[src/rtl/scan_chain_sequencer.sv]
// rtl/scan_chain_sequencer.sv - serial scan-chain shift/capture/latch sequencer
module scan_chain_sequencer #(
   parameter int WIDTH = 8,
   parameter int DIV   = 2
) (
   input  logic             clk,
   input  logic             rstn,
   input  logic             start,
   input  logic             abort,
   input  logic [WIDTH-1:0] data_in,
   input  logic             scan_in,
   output logic             busy,
   output logic             done,
   output logic [WIDTH-1:0] data_out,
   output logic             scan_clk,
   output logic             scan_en,
   output logic             scan_data,
   output logic             scan_latch
);

   localparam int PW = (DIV > 1) ? $clog2(DIV) : 1;
   localparam int BW = $clog2(WIDTH);
   localparam logic [PW-1:0] PHASE_LAST = PW'(DIV - 1);
   localparam logic [BW-1:0] BIT_LAST   = BW'(WIDTH - 1);

   typedef enum logic [2:0] {IDLE, SETUP, HIGH, LOW, LATCH} state_t;

   state_t           state, state_nx;
   logic [WIDTH-1:0] sr, sr_nx;
   logic [PW-1:0]    phase, phase_nx;
   logic [BW-1:0]    bit_cnt, bit_cnt_nx;
   logic             phase_end;
   logic             scan_nx;

   assign phase_end = (phase == PHASE_LAST);
   assign scan_nx   = (state_nx == SETUP) || (state_nx == HIGH) || (state_nx == LOW);

   always_comb begin
      state_nx   = state;
      sr_nx      = sr;
      phase_nx   = phase;
      bit_cnt_nx = bit_cnt;
      case (state)
         IDLE: begin
            if (start && !abort) begin
               state_nx   = SETUP;
               sr_nx      = data_in;
               phase_nx   = '0;
               bit_cnt_nx = '0;
            end
         end
         SETUP, LOW: begin
            if (phase_end) begin
               state_nx = HIGH;
               phase_nx = '0;
            end else begin
               phase_nx = phase + PW'(1);
            end
         end
         HIGH: begin
            // scan_in is captured as the scan clock falls, then the next MSB goes out
            if (phase_end) begin
               phase_nx = '0;
               sr_nx    = {sr[WIDTH-2:0], scan_in};
               if (bit_cnt == BIT_LAST) begin
                  state_nx = LATCH;
               end else begin
                  state_nx   = LOW;
                  bit_cnt_nx = bit_cnt + BW'(1);
               end
            end else begin
               phase_nx = phase + PW'(1);
            end
         end
         LATCH:   state_nx = IDLE;
         default: state_nx = IDLE;
      endcase
      if (abort && (state != IDLE)) begin
         state_nx   = IDLE;
         phase_nx   = '0;
         bit_cnt_nx = '0;
      end
   end

   // Outputs are registered from the next-state view so they align with the state they describe
   always_ff @(posedge clk or negedge rstn) begin
      if (!rstn) begin
         state      <= IDLE;
         sr         <= '0;
         phase      <= '0;
         bit_cnt    <= '0;
         busy       <= 1'b0;
         done       <= 1'b0;
         data_out   <= '0;
         scan_clk   <= 1'b0;
         scan_en    <= 1'b0;
         scan_data  <= 1'b0;
         scan_latch <= 1'b0;
      end else begin
         state      <= state_nx;
         sr         <= sr_nx;
         phase      <= phase_nx;
         bit_cnt    <= bit_cnt_nx;
         busy       <= (state_nx != IDLE);
         scan_en    <= scan_nx;
         scan_clk   <= (state_nx == HIGH);
         scan_data  <= scan_nx ? sr_nx[WIDTH-1] : 1'b0;
         scan_latch <= (state_nx == LATCH);
         done       <= (state == LATCH) && !abort;
         if ((state == LATCH) && !abort) begin
            data_out <= sr;
         end
      end
   end

endmodule
[config.mk]
export PLATFORM = sky130hd
export DESIGN_NAME = scan_chain_sequencer
export DESIGN_NICKNAME = d
export VERILOG_FILES = /design/src/rtl/scan_chain_sequencer.sv
export SDC_FILE = /design/constraint.sdc
export NUM_CORES = 1
export LEC_CHECK = 0
export ABC_AREA = 1
export CORE_ASPECT_RATIO = 0.5
export CORE_MARGIN = 1
export CORE_UTILIZATION = 35
export DETAILED_ROUTE_END_ITERATION = 10
export GPL_TIMING_DRIVEN = 0
export PLACE_DENSITY_LB_ADDON = 0.05
export SYNTH_ARGS = -nofsm -noshare
export SYNTH_HDL_FRONTEND = slang
export SYNTH_SLANG_ARGS = --single-unit
export TNS_END_PERCENT = 10
[constraint.sdc]
create_clock -name clk -period 2 [get_ports clk]
set_input_delay 0.6 -clock clk [delete_from_list [all_inputs] [get_ports clk]]
set_output_delay 0.6 -clock clk [all_outputs]
set_load 0.03 [all_outputs]
==> results.md, run 1 <==
- Leading area contributor after synthesis: dfrtp_1
- Die area: 0.00400 mm2
- Synth async-reset ratio: 100%
- Reg2reg start: bit_cnt[0]
- Synth Area in Simple Gates: 29.2%
- Top post-synthesis cells by area: dfrtp_1 (56%), nand2_1 (17%), a22oi_1 (4.0%)
- DP HPWL: 1890 um
- Primary FF master, synth: dfrtp_1
- Fin cells: 235
- Critical path's largest stage delay: 670 ps
- # diodes: 0
- Outcome: finished, final reports clean
- Startpoint types: register
- Largest net degree at the start of global routing: 30
- Synth top area share: 55.6%
- Die Ht: 45.2 um
- Max Freq: 529 MHz
- Mean Syn Cell Area: 8.71 um2
- Sequential share of the synthesized area: 55.6%
- Core footprint: 0.00349 mm2
- Vias per std cell: 4.48
- Bufs and invs on worst path: 1
- CTS Buf Count: 5
- Gr usage total: 16.4%
- Post-synthesis mux area share: 0%
- Max IR drop VDD: 0.695 mV
- Skew final: 4.99 ps
- Deepest clock path buffer count: 2
- CP Data Required Time: 1400 ps
- Setup-failing EPs final: 0
- Via count: 1052
- Register Area: 726 um2
- Synth Area in Adders: 1.92%
- Total gr overflow: 0
- Initial Utilization: 37.4%
- # hold bufs at CTS: 0
- # port buffers: 26
- Final Cycle Share: 94.5%
- Arr. time, crit path: 1290 ps
- Synth Area in Compound Gates: 7.85%
- Post_cts resized: 0
- Post-Synthesis Cells: 150
- Largest family of logic cells by synthesized area: simple AND/OR/NAND/NOR gates
- Routability Congestion: 0.776
- Post-synthesis register bit count: 29
- Most frequent cell after synthesis: nand2_1
- Crit path max-delay family: buffers and inverters
- Clock slew at reported path FFs: 60 ps
- Crit end category: output pin
- Vias in the first global route: 997
- Io pins: 27
- XOR/XNOR share of the synthesized area: 0%
- Multi-input logic area: 509 um2
- Rows: 15
- H-Tree Depth: 2
- Hold Path Class: in -> async
- Total Power: 2210 uW
- Post-synth cell types: 19
- Synth top cells by count: nand2_1 (60), dfrtp_1 (29), inv_1 (11)
- Pwr per Cell Area: 1270 mW/mm2
- Clk_lat worst skew: 280 ps
- # Post-CTS Setup Buffers: 0
- Crit. Startpoint: data_out[1]
- Routed WL: 2780 um
- Lkg Pwr: 0.000911 uW
- Initial antenna violation count: 0
- Synthesized area: 0.00131 mm2
- Post-route setup TNS: 0 ps
- Post-route ant nets: 0
- Fraction of final layout cells sized beyond drive strength 1: 15.2%
- EDFF count, synth: 0
- CP Max Fanout: 2
- Rel. slew slack: 55.6%
- RSZ-0062 raised after global routing: no
- Worst-Margin Slew: 665 ps
- Initial drt markers: 22
- Syn Nets: 165
- Fillers: 364
- Placed Cells: 227
- Clk root buf: clkbuf_8
- Min cycle time layout: 1890 ps
- Fin Hold WS: 350 ps
- CP Class: reg -> out
- Yosys warning count: 0
- Die width: 88.4 um
- Final hold violations: 0
- Final core occ: 49.9%
- CTS tree: done
- Critical Path Slowest Stage Cell: clkdlybuf4s50_1
- First-pass GRT wire length: 4660 um
- Detailed Routing Iterations Pass 1: 4
- Sink Count: 29
- Drt wl/cell: 11.8 um
- Area Growth Syn to Fin: 33.3%
- Final net count: 198
- # Max-Cap Violations: 0
- Critical path cell sequence: clkdlybuf4s50_1
- Slew Viols, Final: 0
- Drt drc: 0
## layout make-up
| cell class | instances | area share, % |
|---|---|---|
| sequential | 29 | 41.7 |
| timing repair buffer | 26 | 14.7 |
| inverter | 19 | 4.09 |
| clock buffer | 7 | 4.96 |
| tap | 51 | 3.66 |
| clock inverter | 1 | 1.72 |
| multi-input combinational | 102 | 29.2 |
## state kept, by name (all words and copies together) (netlist names), 3 cells and up
signal	flops
data_out	8
sr	8
bit_cnt	3
state	3
## path summary, 6_finish.rpt
check / end / slack [ps] / depth (start not counted)
worst max-delay path: data_out[1] / 110 / 1
worst min-delay path: sr[4] / 350 / 1
worst max register to register: bit_cnt[1] / 570 / 7
worst min register to register: data_out[3] / 480 / 2
max in group asynchronous: data_out[0] / 1220 / 1
min in group clk: data_out[3] / 480 / 2
## per-stage QoR
stage	cell area, um2	worst slack (ps)
floorplan	1310	720
global placement	1630	-222
detailed placement	1630	-238
CTS	1750	82.7
global route	1740	41.4
finish	1740	110
## layer usage
layer  GRT usage (%)  share of wire [%]
met1            21.8                 50
met2            22.8                 41
met3            7.50                6.8
met4            7.74                1.4
met5               0                  0
## cells by family (layout without fill, tap and decap cells)
logic type | after synthesis | count (layout)
simple gates | 86 | 86
buf+inv | 19 | 53
fa+ha+maj | 2 | 2
compound gates | 14 | 14
flops | 29 | 29
## cell usage in the layout, fill, tap and decap left out
master,count
nand2_2,3
clkbuf_1,1
nand2_1,60
o21ai_1,1
inv_1,11
nor3_2,1
nor2_2,2
clkbuf_8,6
a22oi_1,7
ha_1,2
nand3_2,2
inv_2,8
buf_2,1
clkdlybuf4s50_1,25
nand4_1,1
bufinv_16,1
a21oi_1,1
nand3_1,8
dfrtp_1,29
nor2_4,2
nor2_1,7
o21ai_0,3
o21ai_4,1
a21oi_2,1
## power by group
group	switching (uW)	internal (uW)
clock	224	406
combinational	473	265
sequential	122	723
total	819	1390
(Power assumes the default switching activity.)
==> run 2, diff against run 1 <==
--- a/config.mk
+++ b/config.mk
@@ -7,11 +7,9 @@
 export LEC_CHECK = 0
 export ABC_AREA = 1
 export CORE_ASPECT_RATIO = 0.5
-export CORE_MARGIN = 1
 export CORE_UTILIZATION = 35
 export DETAILED_ROUTE_END_ITERATION = 10
 export GPL_TIMING_DRIVEN = 0
-export PLACE_DENSITY_LB_ADDON = 0.05
 export SYNTH_ARGS = -nofsm -noshare
 export SYNTH_HDL_FRONTEND = slang
 export SYNTH_SLANG_ARGS = --single-unit
==> run 2 against run 1 <==
  * Worst setup slack lost 3.8 ps
  * Wire length shrank 7.7%
  * Clock power shrank 15%
  * Core utilization shrank 0.43 points
  * Critical path depth is the same
  * Die area is the same
  * Maximum frequency shrank 0.20%
  * Critical path type unchanged
==> results.md, run 2 (synthesized netlist as in run 1, its figures left out) <==
- Max Freq: 528 MHz
- # diodes: 0
- Core footprint: 0.00349 mm2
- Detailed Routing Iterations Pass 1: 4
- Io pins: 27
- Hold Path Class: in -> async
- # port buffers: 26
- # Max-Cap Violations: 0
- DP HPWL: 1750 um
- Fin Hold WS: 344 ps
- Clk_lat worst skew: 270 ps
- Arr. time, crit path: 1290 ps
- Initial drt markers: 34
- Area Growth Syn to Fin: 32.2%
- Sequential share of power: 40.1%
- Clock slew at reported path FFs: 60 ps
- Die area: 0.00400 mm2
- Skew final: 3.39 ps
- Vias per std cell: 4.33
- Crit path max-delay family: buffers and inverters
- Via count: 1018
- Worst-Margin Slew: 643 ps
- Total gr overflow: 0
- Initial antenna violation count: 0
- Rows: 15
- Drt drc: 0
- Lkg Pwr: 0.000907 uW
- # hold bufs at CTS: 0
- CP Data Required Time: 1400 ps
- First-pass GRT wire length: 4150 um
- Drt wl/cell: 10.9 um
- Final worst setup slack: 106 ps
- Gr usage total: 14.3%
- Clk pwr share: 25.3%
- Critical path cell sequence: clkdlybuf4s50_1
- Vias in the first global route: 917
- # Post-CTS Setup Buffers: 0
- Sink Count: 29
- Critical Path Slowest Stage Cell: clkdlybuf4s50_1
- Largest net degree at the start of global routing: 30
- CTS tree: done
- CP Max Fanout: 2
- Slew Viols, Final: 0
- Deepest clock path buffer count: 2
- Dpl ws: -192 ps
- Bufs and invs on worst path: 1
- CP Class: reg -> out
- Final net count: 198
- Critical path's largest stage delay: 670 ps
- Crit end category: output pin
- Biggest regs: data_out: 8 flops, sr: 8 flops
- Net switching power: 809 uW
- Commonest non-fill, non-tap cell in the layout: nand2_1
- Final Cycle Share: 94.7%
- RSZ-0062 raised after global routing: no
- Int Power: 1300 uW
- Die Ht: 45.2 um
- Post_cts resized: 0
- Combinational share of power: 34.6%
- Startpoint types: register
- Routability Congestion: 0.812
- Initial Utilization: 37.4%
- Outcome: finished, final reports clean
- Setup-failing EPs final: 0
- Clk root buf: clkbuf_8
- Fraction of final layout cells sized beyond drive strength 1: 15.8%
- Max IR drop VDD: 0.551 mV
- Pwr per Cell Area: 1220 mW/mm2
- Switching Fraction: 38.4%
- Final hold violations: 0
- Crit. Startpoint: data_out[6]
- Commonest cells after routing, fill and taps aside: nand2_1 (60), dfrtp_1 (29), clkdlybuf4s50_1 (25), inv_1 (11)
- Post-route ant nets: 0
- Reg2reg start: bit_cnt[0]
- CTS Buf Count: 5
- Min cycle time layout: 1890 ps
- Rel. slew slack: 57.1%
- Routed WL: 2570 um
- H-Tree Depth: 2
- Die width: 88.4 um
-- run 2: worst paths after layout --
kind                          endpoint  cells past startpoint  slack, ps
max reg2reg                 bit_cnt[1]                      7        560
min reg2reg                data_out[3]                      2        480
min                        data_out[1]                      1        340
max in group asynchronous     scan_clk                      1       1230
max                        data_out[6]                      1        110
min in group clk           data_out[3]                      2        480
-- run 2: layout make-up --
class,count,area (um2)
clock buffer,7,96.3
clock inverter,1,5.00
fill,339,1760
inverter,19,71.3
multi-input combinational,102,509
sequential,29,726
tap,51,63.8
timing repair buffer,26,255
-- run 2: power groups by stage --
stage	sequential, uW	combinational, uW	clock (uW)
finish	845	730	533
global route	859	826	569
CTS	843	742	543
detailed placement	852	735	0
global placement	850	726	0
floorplan	895	474	0
-- run 2: per-layer routing --
layer / vias up / GRT usage (%) / routed length, um
met4: 0 / 6.45 / 15
met2: 16 / 21.8 / 1150
met1: 459 / 18.5 / 1300
li1: 538 / - / -
met3: 5 / 5.12 / 97
met5: - / 0 / 0
-- run 2: metrics by stage --
step	instance area [um2]	power (uW)	util (%)	setup TNS, ps	std cells
2_1_floorplan	1310	1370	-	0	150
3_3_place_gp	1630	1580	46.7	-4970	227
3_5_place_dp	1630	1590	46.7	-5530	227
4_1_cts	1730	2130	49.6	0	235
5_1_grt	1730	2250	49.5	0	235
6_report	1730	2110	49.5	0	235
==> run 3, diff against run 2 <==
--- a/config.mk
+++ b/config.mk
@@ -6,10 +6,13 @@
 export NUM_CORES = 1
 export LEC_CHECK = 0
 export ABC_AREA = 1
+export CAP_MARGIN = 10
 export CORE_ASPECT_RATIO = 0.5
 export CORE_UTILIZATION = 35
 export DETAILED_ROUTE_END_ITERATION = 10
 export GPL_TIMING_DRIVEN = 0
+export HOLD_SLACK_MARGIN = 0.1
+export SLEW_MARGIN = 30
 export SYNTH_ARGS = -nofsm -noshare
 export SYNTH_HDL_FRONTEND = slang
 export SYNTH_SLANG_ARGS = --single-unit
==> run 3 against run 2 <==
  * Die area stayed put
  * First-iteration DRC count grew 24%
  * Highest routed layer unchanged
  * Sequential share of layout area stayed put
  * Design area unchanged
  * Worst hold slack improved by 3.6 ps
==> results.md, run 3 (synthesized netlist as in run 1, its figures left out) <==
- Post_cts resized: 0
- Reg2reg end: bit_cnt[1]
- Io pins: 27
- FF-to-FF setup slack: 540 ps
- Fin cells: 235
- Deepest clock path buffer count: 2
- Max Freq: 527 MHz
- Placed Cells: 227
- CTS Buf Count: 5
- Core footprint: 0.00349 mm2
- RSZ-0062 raised after global routing: no
- Multi-input logic area: 509 um2
- Final net count: 198
- Reg2reg start: bit_cnt[0]
- Fillers: 351
- Area Growth Syn to Fin: 32.2%
- Routed WL: 2560 um
- Sink Count: 29
- Slew Viols, Final: 0
- WL met2: 1110 um
- # hold bufs at CTS: 0
- Met3 WL post-DR: 98 um
- Critical Path Slowest Stage Cell: clkdlybuf4s50_1
- Clk root buf: clkbuf_8
- Dpl ws: -22.6 ps
- Min cycle time layout: 1900 ps
- Die Ht: 45.2 um
- Pwr per Cell Area: 1220 mW/mm2
- # port buffers: 26
- Biggest regs: data_out: 8 flops, sr: 8 flops
- Startpoint types: register
- Crit end category: output pin
- Vias in the first global route: 909
- # Max-Cap Violations: 0
- Clock slew at reported path FFs: 60 ps
- Commonest non-fill, non-tap cell in the layout: nand2_1
- # Post-CTS Setup Buffers: 0
- DP HPWL: 1760 um
- Commonest cells after routing, fill and taps aside: nand2_1 (60), dfrtp_1 (29), clkdlybuf4s50_1 (25), inv_1 (11)
- # diodes: 0
- Clk_lat worst skew: 270 ps
- Die area: 0.00400 mm2
- Critical path's largest stage delay: 670 ps
- Top Layer Used: met4
- Crit. Startpoint: data_out[6]
- Crit path max-delay family: buffers and inverters
- CTS tree: done
- Critical path cell sequence: clkdlybuf4s50_1
- Rel. slew slack: 56.8%
- Fraction of final layout cells sized beyond drive strength 1: 15.8%
- Register Area: 726 um2
- CP Class: reg -> out
- CP Max Fanout: 2
- H-Tree Depth: 2
- Hold Path Class: in -> async
- Final hold violations: 0
- Die width: 88.4 um
- Rows: 15
- Total gr overflow: 0
- Largest net degree at the start of global routing: 30
- Routability Congestion: 0.812
- Drt drc: 0
- First-pass GRT wire length: 4200 um
- Worst R2R Path Depth: 7
- Initial drt markers: 42
- Vias per std cell: 4.31
- CP Data Required Time: 1400 ps
- Arr. time, crit path: 1300 ps
- Final worst setup slack: 102 ps
- Initial Utilization: 37.4%
- Worst-Margin Slew: 649 ps
- Post-route ant nets: 0
- Setup-failing EPs final: 0
- DRT met1 WL: 1320 um
- Initial antenna violation count: 0
- Lkg Pwr: 0.000907 uW
- Gr usage total: 14.4%
- Skew final: 3.41 ps
- Outcome: finished, final reports clean
- Drt wl/cell: 10.9 um
- Bufs and invs on worst path: 1
- Via count: 1014
- Final Cycle Share: 94.9%
- Detailed Routing Iterations Pass 1: 4
- Max IR drop VDD: 0.536 mV
-- run 3: cell type report --
type                       count  area share (%)
sequential                    29            42.0
multi-input combinational    102            29.5
timing repair buffer          26            14.8
clock buffer                   7            5.58
inverter                      19            4.13
tap                           51            3.70
clock inverter                 1           0.290
-- run 3: how the worst max path moves through the flow --
stage             endpoint  slack [ps]  cells past startpoint
2_1_floorplan    scan_data         720                      7
3_5_place_dp   data_out[0]         -20                      6
5_1_grt        data_out[6]          60                      1
6_report       data_out[6]         100                      1
4_1_cts        data_out[6]          90                      1
3_3_place_gp      scan_clk        -170                      1
-- run 3: routing by layer --
layer | vias to the layer above | global-route usage, %
met2 | 18 | 21.2
met1 | 455 | 19.4
li1 | 537 | -
met3 | 4 | 5.12
met4 | 0 | 5.81
met5 | - | 0
-- run 3: metrics by stage --
stage,hold WS [ps],area (um2),utilization [%],TNS (ps),power (uW)
finish,347,1730,49.5,0,2110
global route,405,1730,49.5,0,2250
CTS,378,1730,49.5,0,2130
detailed placement,464,1630,46.6,-64.3,1590
global placement,460,1630,46.7,-4970,1580
floorplan,304,1310,-,0,1370
-- run 3: power by group --
part / switching [uW] / leakage, uW / internal [uW]
logic: 465 / 0.000466 / 265
registers: 121 / 0.000386 / 723
clock network: 221 / 0.0000542 / 311
total: 807 / 0.000907 / 1300
==> variant 1, RTL diff (settings of run 1) <==
Register the output `data_out` once more, with the module's reset; this adds one clock of latency there. The other outputs are not delayed to match.
--- a/src/rtl/scan_chain_sequencer.sv
+++ b/src/rtl/scan_chain_sequencer.sv
@@ -25,4 +25,6 @@
 
    typedef enum logic [2:0] {IDLE, SETUP, HIGH, LOW, LATCH} state_t;
+
+   logic [WIDTH-1:0] data_s0;
 
    state_t           state, state_nx;
@@ -92,5 +94,5 @@
          busy       <= 1'b0;
          done       <= 1'b0;
-         data_out   <= '0;
+         data_s0    <= '0;
          scan_clk   <= 1'b0;
          scan_en    <= 1'b0;
@@ -109,8 +111,16 @@
          done       <= (state == LATCH) && !abort;
          if ((state == LATCH) && !abort) begin
-            data_out <= sr;
+            data_s0 <= sr;
          end
       end
    end
 
+   always_ff @(posedge clk or negedge rstn) begin
+      if (!rstn) begin
+         data_out <= '0;
+      end else begin
+         data_out <= data_s0;
+      end
+   end
+
 endmodule
Function: no difference found for any inputs over 10 cycles, from zero or initial values and one cycle with rstn low; that may be too few to reach the edited logic, so the function may still have changed.
==> variant 1 against run 1 <==
  * Die area up 13%
  * Synthesized area up 14%
  * Sequential power up 18%
  * Total power up 12%
  * Non-clock buffer count unchanged
  * Worst setup slack better by 0.017 ns
  * Sequential cell count up 8
  * Routed wire length up 0.94%
  * Global-route usage down 1.7 points
  * Highest routed layer unchanged
  * Cell area up 12%
  * Fmax up 0.93%
  * First-iteration DRC count down 4.5%
  * Combinational power down 6.5%
  * Synthesized cell count up 2.7%
==> variant 1: results (changes against run 1) <==
[grt]
grt.met1_usage_pct = 19.57  ; -2.3 points
grtUsageTotal_pct = 14.71  ; -1.7 points
grt_util_met3_pct = 5.873  ; -1.6 points
grtUsageMet2_pct = 22.92  ; +0.15 points
grt_max_degree = 38  ; +27%
grt_first_pass_wirelength_um = 4740  ; +1.8%

[layout]
multi_input_area_share_pct = 24.84  ; -4.4 points
inverters = 20  ; +1
reg_top3 = data_out (8), data_s0 (8), sr (8)
nMultiInputCombCells = 97  ; -4.9%
multi_input_area_um2 = 483.0  ; -5.2%
final_layout_size_suffix_gt1_share_pct = 12.23  ; -3.0 points
clock_area_share_pct = 7.079  ; +0.40 points
seq_share_pct = 47.62  ; +6.0 points
buf_share_pct = 13.13  ; -1.5 points
n_fill_cell = 396  ; +8.8%
fin_nets = 202  ; +2.0%

[worst_setup_path]
path_max_fanout = 1  ; -1
crit_arrival_ns = 1.27  ; -0.02 ns
r2r_end = scan_data
startpoint = data_out[3]
endpoint = data_out[3]

[placed_design]
gp_congestion = 0.7508  ; -3.3%
hpwlAfterDp_um = 1904  ; +0.70%
postPlaceCellArea_mm2 = 0.001807  ; +11%
pre_cts_ws_ns = 0.06006  ; +0.2982 ns

[logic_synthesis]
synth_common_cells = nand2_1 (54), dfrtp_1 (37), inv_1 (16), nand3_1 (8)
ys_seq_area_share_pct = 62.39  ; +6.8 points
ys_types = 18  ; -1
ys_ff_latch = 37  ; +28%
syn_nets = 169  ; +2.4%
synth_area_leaders = dfrtp_1 (62%), nand2_1 (14%), inv_1 (4.0%)

[routing]
routed.top_layer = met4
wl_met3_um = 132  ; -30%
drt_wl_total_um = 2805  ; +0.94%
drt-vias-per-instance = 4.492  ; +0.34%
initialDrtViolationCount = 21  ; -4.5%
route.met2.wl_um = 1223  ; +6.6%

[timing]
setup_slack_ns = 0.1275  ; +0.01748 ns
tightestPinTransition_ns = 0.8155  ; +0.1502 ns
fin_skew_ns = 0.003569  ; -0.001426 ns
holdWs_ns = 0.3726  ; +0.02294 ns

[clock_network]
clk_pin_slew_ns = 0.08  ; +0.02 ns

[power_and_ir_drop]
p_leak_nw = 1.033  ; +13%
peakVddDrop_v = 0.0006796  ; -2.2%
p_sw_uw = 822.4  ; +0.45%

[worst_hold_path]
hold_path.class = reg2reg

[status]
status = completed

[variant 1: power by group through the flow]
stage          Combinational (mW)  Clock [mW]  Sequential [mW]
2_1_floorplan               0.425           0             1.07
3_3_place_gp                0.693           0             1.02
3_5_place_dp                0.694           0             1.02
4_1_cts                     0.699       0.799             1.00
5_1_grt                     0.796       0.833             1.02
6_report                    0.690       0.783             1.00
[variant 1: cell families (layout without fill, tap and decap cells)]
logic type	after synthesis	count (layout)	share of synthesized area, %
buffers and inverters	20	54	5.059
AOI/OAI and AO/OA	16	16	7.082
adders and majority gates	2	2	1.686
and+or+nand+nor	79	79	23.78
DFF	37	37	62.39
[variant 1: per-stage QoR]
stage | std cells | total power [mW]
after detailed placement | 234 | 1.716
after CTS | 242 | 2.503
after global routing | 242 | 2.652
final | 242 | 2.477
after floorplan | 154 | 1.496
after global placement | 234 | 1.710
==> variant 2, RTL diff (settings of run 1) <==
Made on the original files. Change the parameter `WIDTH` from 8 to 4.
--- a/src/rtl/scan_chain_sequencer.sv
+++ b/src/rtl/scan_chain_sequencer.sv
@@ -1,5 +1,5 @@
 // rtl/scan_chain_sequencer.sv - serial scan-chain shift/capture/latch sequencer
 module scan_chain_sequencer #(
-   parameter int WIDTH = 8,
+   parameter int WIDTH = 4,
    parameter int DIV   = 2
 ) (
Interface: changed (resized data_in and data_out); port bits go from 27 to 19. No check against the original RTL was run, so the function may have changed too.
==> variant 2 against run 1 <==
  * Hold slack improved by 0.13 ns
  * Combinational power fell by 18%
  * Global-route usage is 1.4 points lower
  * Sequential cell count fell by 9
  * Routed wire length fell by 36%
  * Worst setup slack improved by 0.014 ns
  * Synthesized area shrank 29%
  * Count of clock-buffer cells in the layout fell by 3
  * Cell area down 31%
  * Register-to-register slack improved by 0.11 ns
  * Die area shrank 29%
  * Fmax is 0.74% higher
  * Total power is 31% lower
  * Largest cell class unchanged
==> variant 2: results (changes against run 1) <==
[status]
status = completed

[timing]
holdWs_ns = 0.4796  ; +0.1300 ns
fin_skew_ns = 0.005310  ; +0.0003153 ns
maxSlewViolCount = 0  ; unchanged
relSlewSlack_pct = 42.67  ; -13 points

[power_and_ir_drop]
peakVddDrop_v = 0.0006559  ; -5.6%
p_leak_nw = 0.6311  ; -31%
p_sw_uw = 605.9  ; -26%

[routing]
wl_per_cell_um = 10.84  ; -8.3%
drt-vias-per-instance = 4.503  ; +0.59%
dr.pass1.iters = 4  ; unchanged
drt_wl_total_um = 1767  ; -36%
ant_nets = 0  ; unchanged
initialDrtViolationCount = 41  ; +86%

[worst_hold_path]
hold_path_end = data_out[0]
hold_start = data_out[0]
holdPathStages = 2
hold_path.class = reg2reg

[grt]
grt_first_pass_wirelength_um = 2960  ; -36%
grtUsageTotal_pct = 14.99  ; -1.4 points
first_global_vias = 674  ; -32%
grt_max_degree = 21  ; -30%

[logic_synthesis]
syn-instance-count = 106  ; -29%
synthMuxAreaShare_pct = 0  ; unchanged
synth_compound_area_share_pct = 8.141  ; +0.29 points
synth_area_leaders = dfrtp_1 (54%), nand2_1 (12%), inv_1 (6.9%)
synth_fa_ha_area_share_pct = 1.357  ; -0.56 points
synth-xor-area-share_pct = 0  ; unchanged
ys_seq_area_share_pct = 54.27  ; -1.3 points
ys_types = 17  ; -2
synth_most_common_cell = nand2_1
synth_common_cells = nand2_1 (29), dfrtp_1 (20), inv_1 (17), nand3_1 (7), nor2_1 (6)
syn_nets = 116  ; -30%

[clock_network]
clkLatencyLatePin_ns = 0.26  ; -0.02 ns
cts_buffer_depth = 2  ; unchanged
clockRootBuffer = clkbuf_8
cts_buffers = 3  ; -2
clk_pin_slew_ns = 0.08  ; +0.02 ns
cts_max_level = 1  ; -1
ctsResizeCount = 0  ; unchanged

[placed_design]
hpwlAfterDp_um = 1352  ; -29%
io_buffer_count = 18  ; -31%
place_inst = 159  ; -30%
pre_cts_ws_ns = 0.1175  ; +0.3556 ns
gp_congestion = 0.7650  ; -1.5%
postPlaceCellArea_mm2 = 0.001146  ; -30%

[worst_setup_path]
r2r_slack_ns = 0.68  ; +0.11 ns
r2r_end = scan_data
crit_slowest_cell = clkdlybuf4s50_1
crit_arrival_ns = 1.28
r2r_cells = 6  ; -1
path_max_fanout = 2  ; unchanged

[layout]
final_layout_size_suffix_gt1_share_pct = 12.50  ; -2.7 points
fin_nets = 139  ; -30%
area.growth.synth_to_final_pct = 30.26
reg_top3 = data_out (4), sr (4), state (3)
n_fill_cell = 248  ; -32%
n_antenna_cell = 0  ; unchanged

variant 2: cell count changes in the layout (fill, tap and decap cells not counted), sizes merged, moves of 2 or more:
cell / run 1 / this run
clkdlybuf4s50: 25 / 18
a21oi: 2 / 4
clkbuf: 7 / 4
nand2: 63 / 31
a22oi: 7 / 3
dfrtp: 29 / 20
nand4: 1 / 3
variant 2: kinds of logic after synthesis:
| logic type | count (synthesis) |
|---|---|
| compound gates | 12 |
| fa+ha+maj | 1 |
| buf+inv | 19 |
| flops | 20 |
| simple gates | 54 |
variant 2: per-layer routing:
layer	track usage (%)	wire [µm]
met5	0	0
met4	2.830	10
met3	6.316	116
met2	23.87	716
met1	19.28	923
variant 2: power groups by stage:
| stage | sequential [mW] | combinational (mW) | clock (mW) |
|---|---|---|---|
| floorplan | 0.668 | 0.359 | 0 |
| global placement | 0.615 | 0.604 | 0 |
| detailed placement | 0.613 | 0.606 | 0 |
| CTS | 0.609 | 0.606 | 0.314 |
| global route | 0.618 | 0.685 | 0.334 |
| finish | 0.608 | 0.602 | 0.309 |
variant 2: worst max-delay path by stage:
stage	start	end	slack, ns
2_1_floorplan	start	sr[0]	0.78
3_3_place_gp	start	scan_data	0.13
3_5_place_dp	start	scan_data	0.12
4_1_cts	data_out[1]	data_out[1]	0.11
5_1_grt	data_out[1]	data_out[1]	0.07
6_report	data_out[1]	data_out[1]	0.12
variant 2: final cells by class:
cell class              count  area share [%]
clock buffers               4           4.583
inverters                  19           5.938
multi-input cells          67           29.17
flip-flops and latches     20           41.67
well taps                  35           3.646
repair buffers             18           15.00
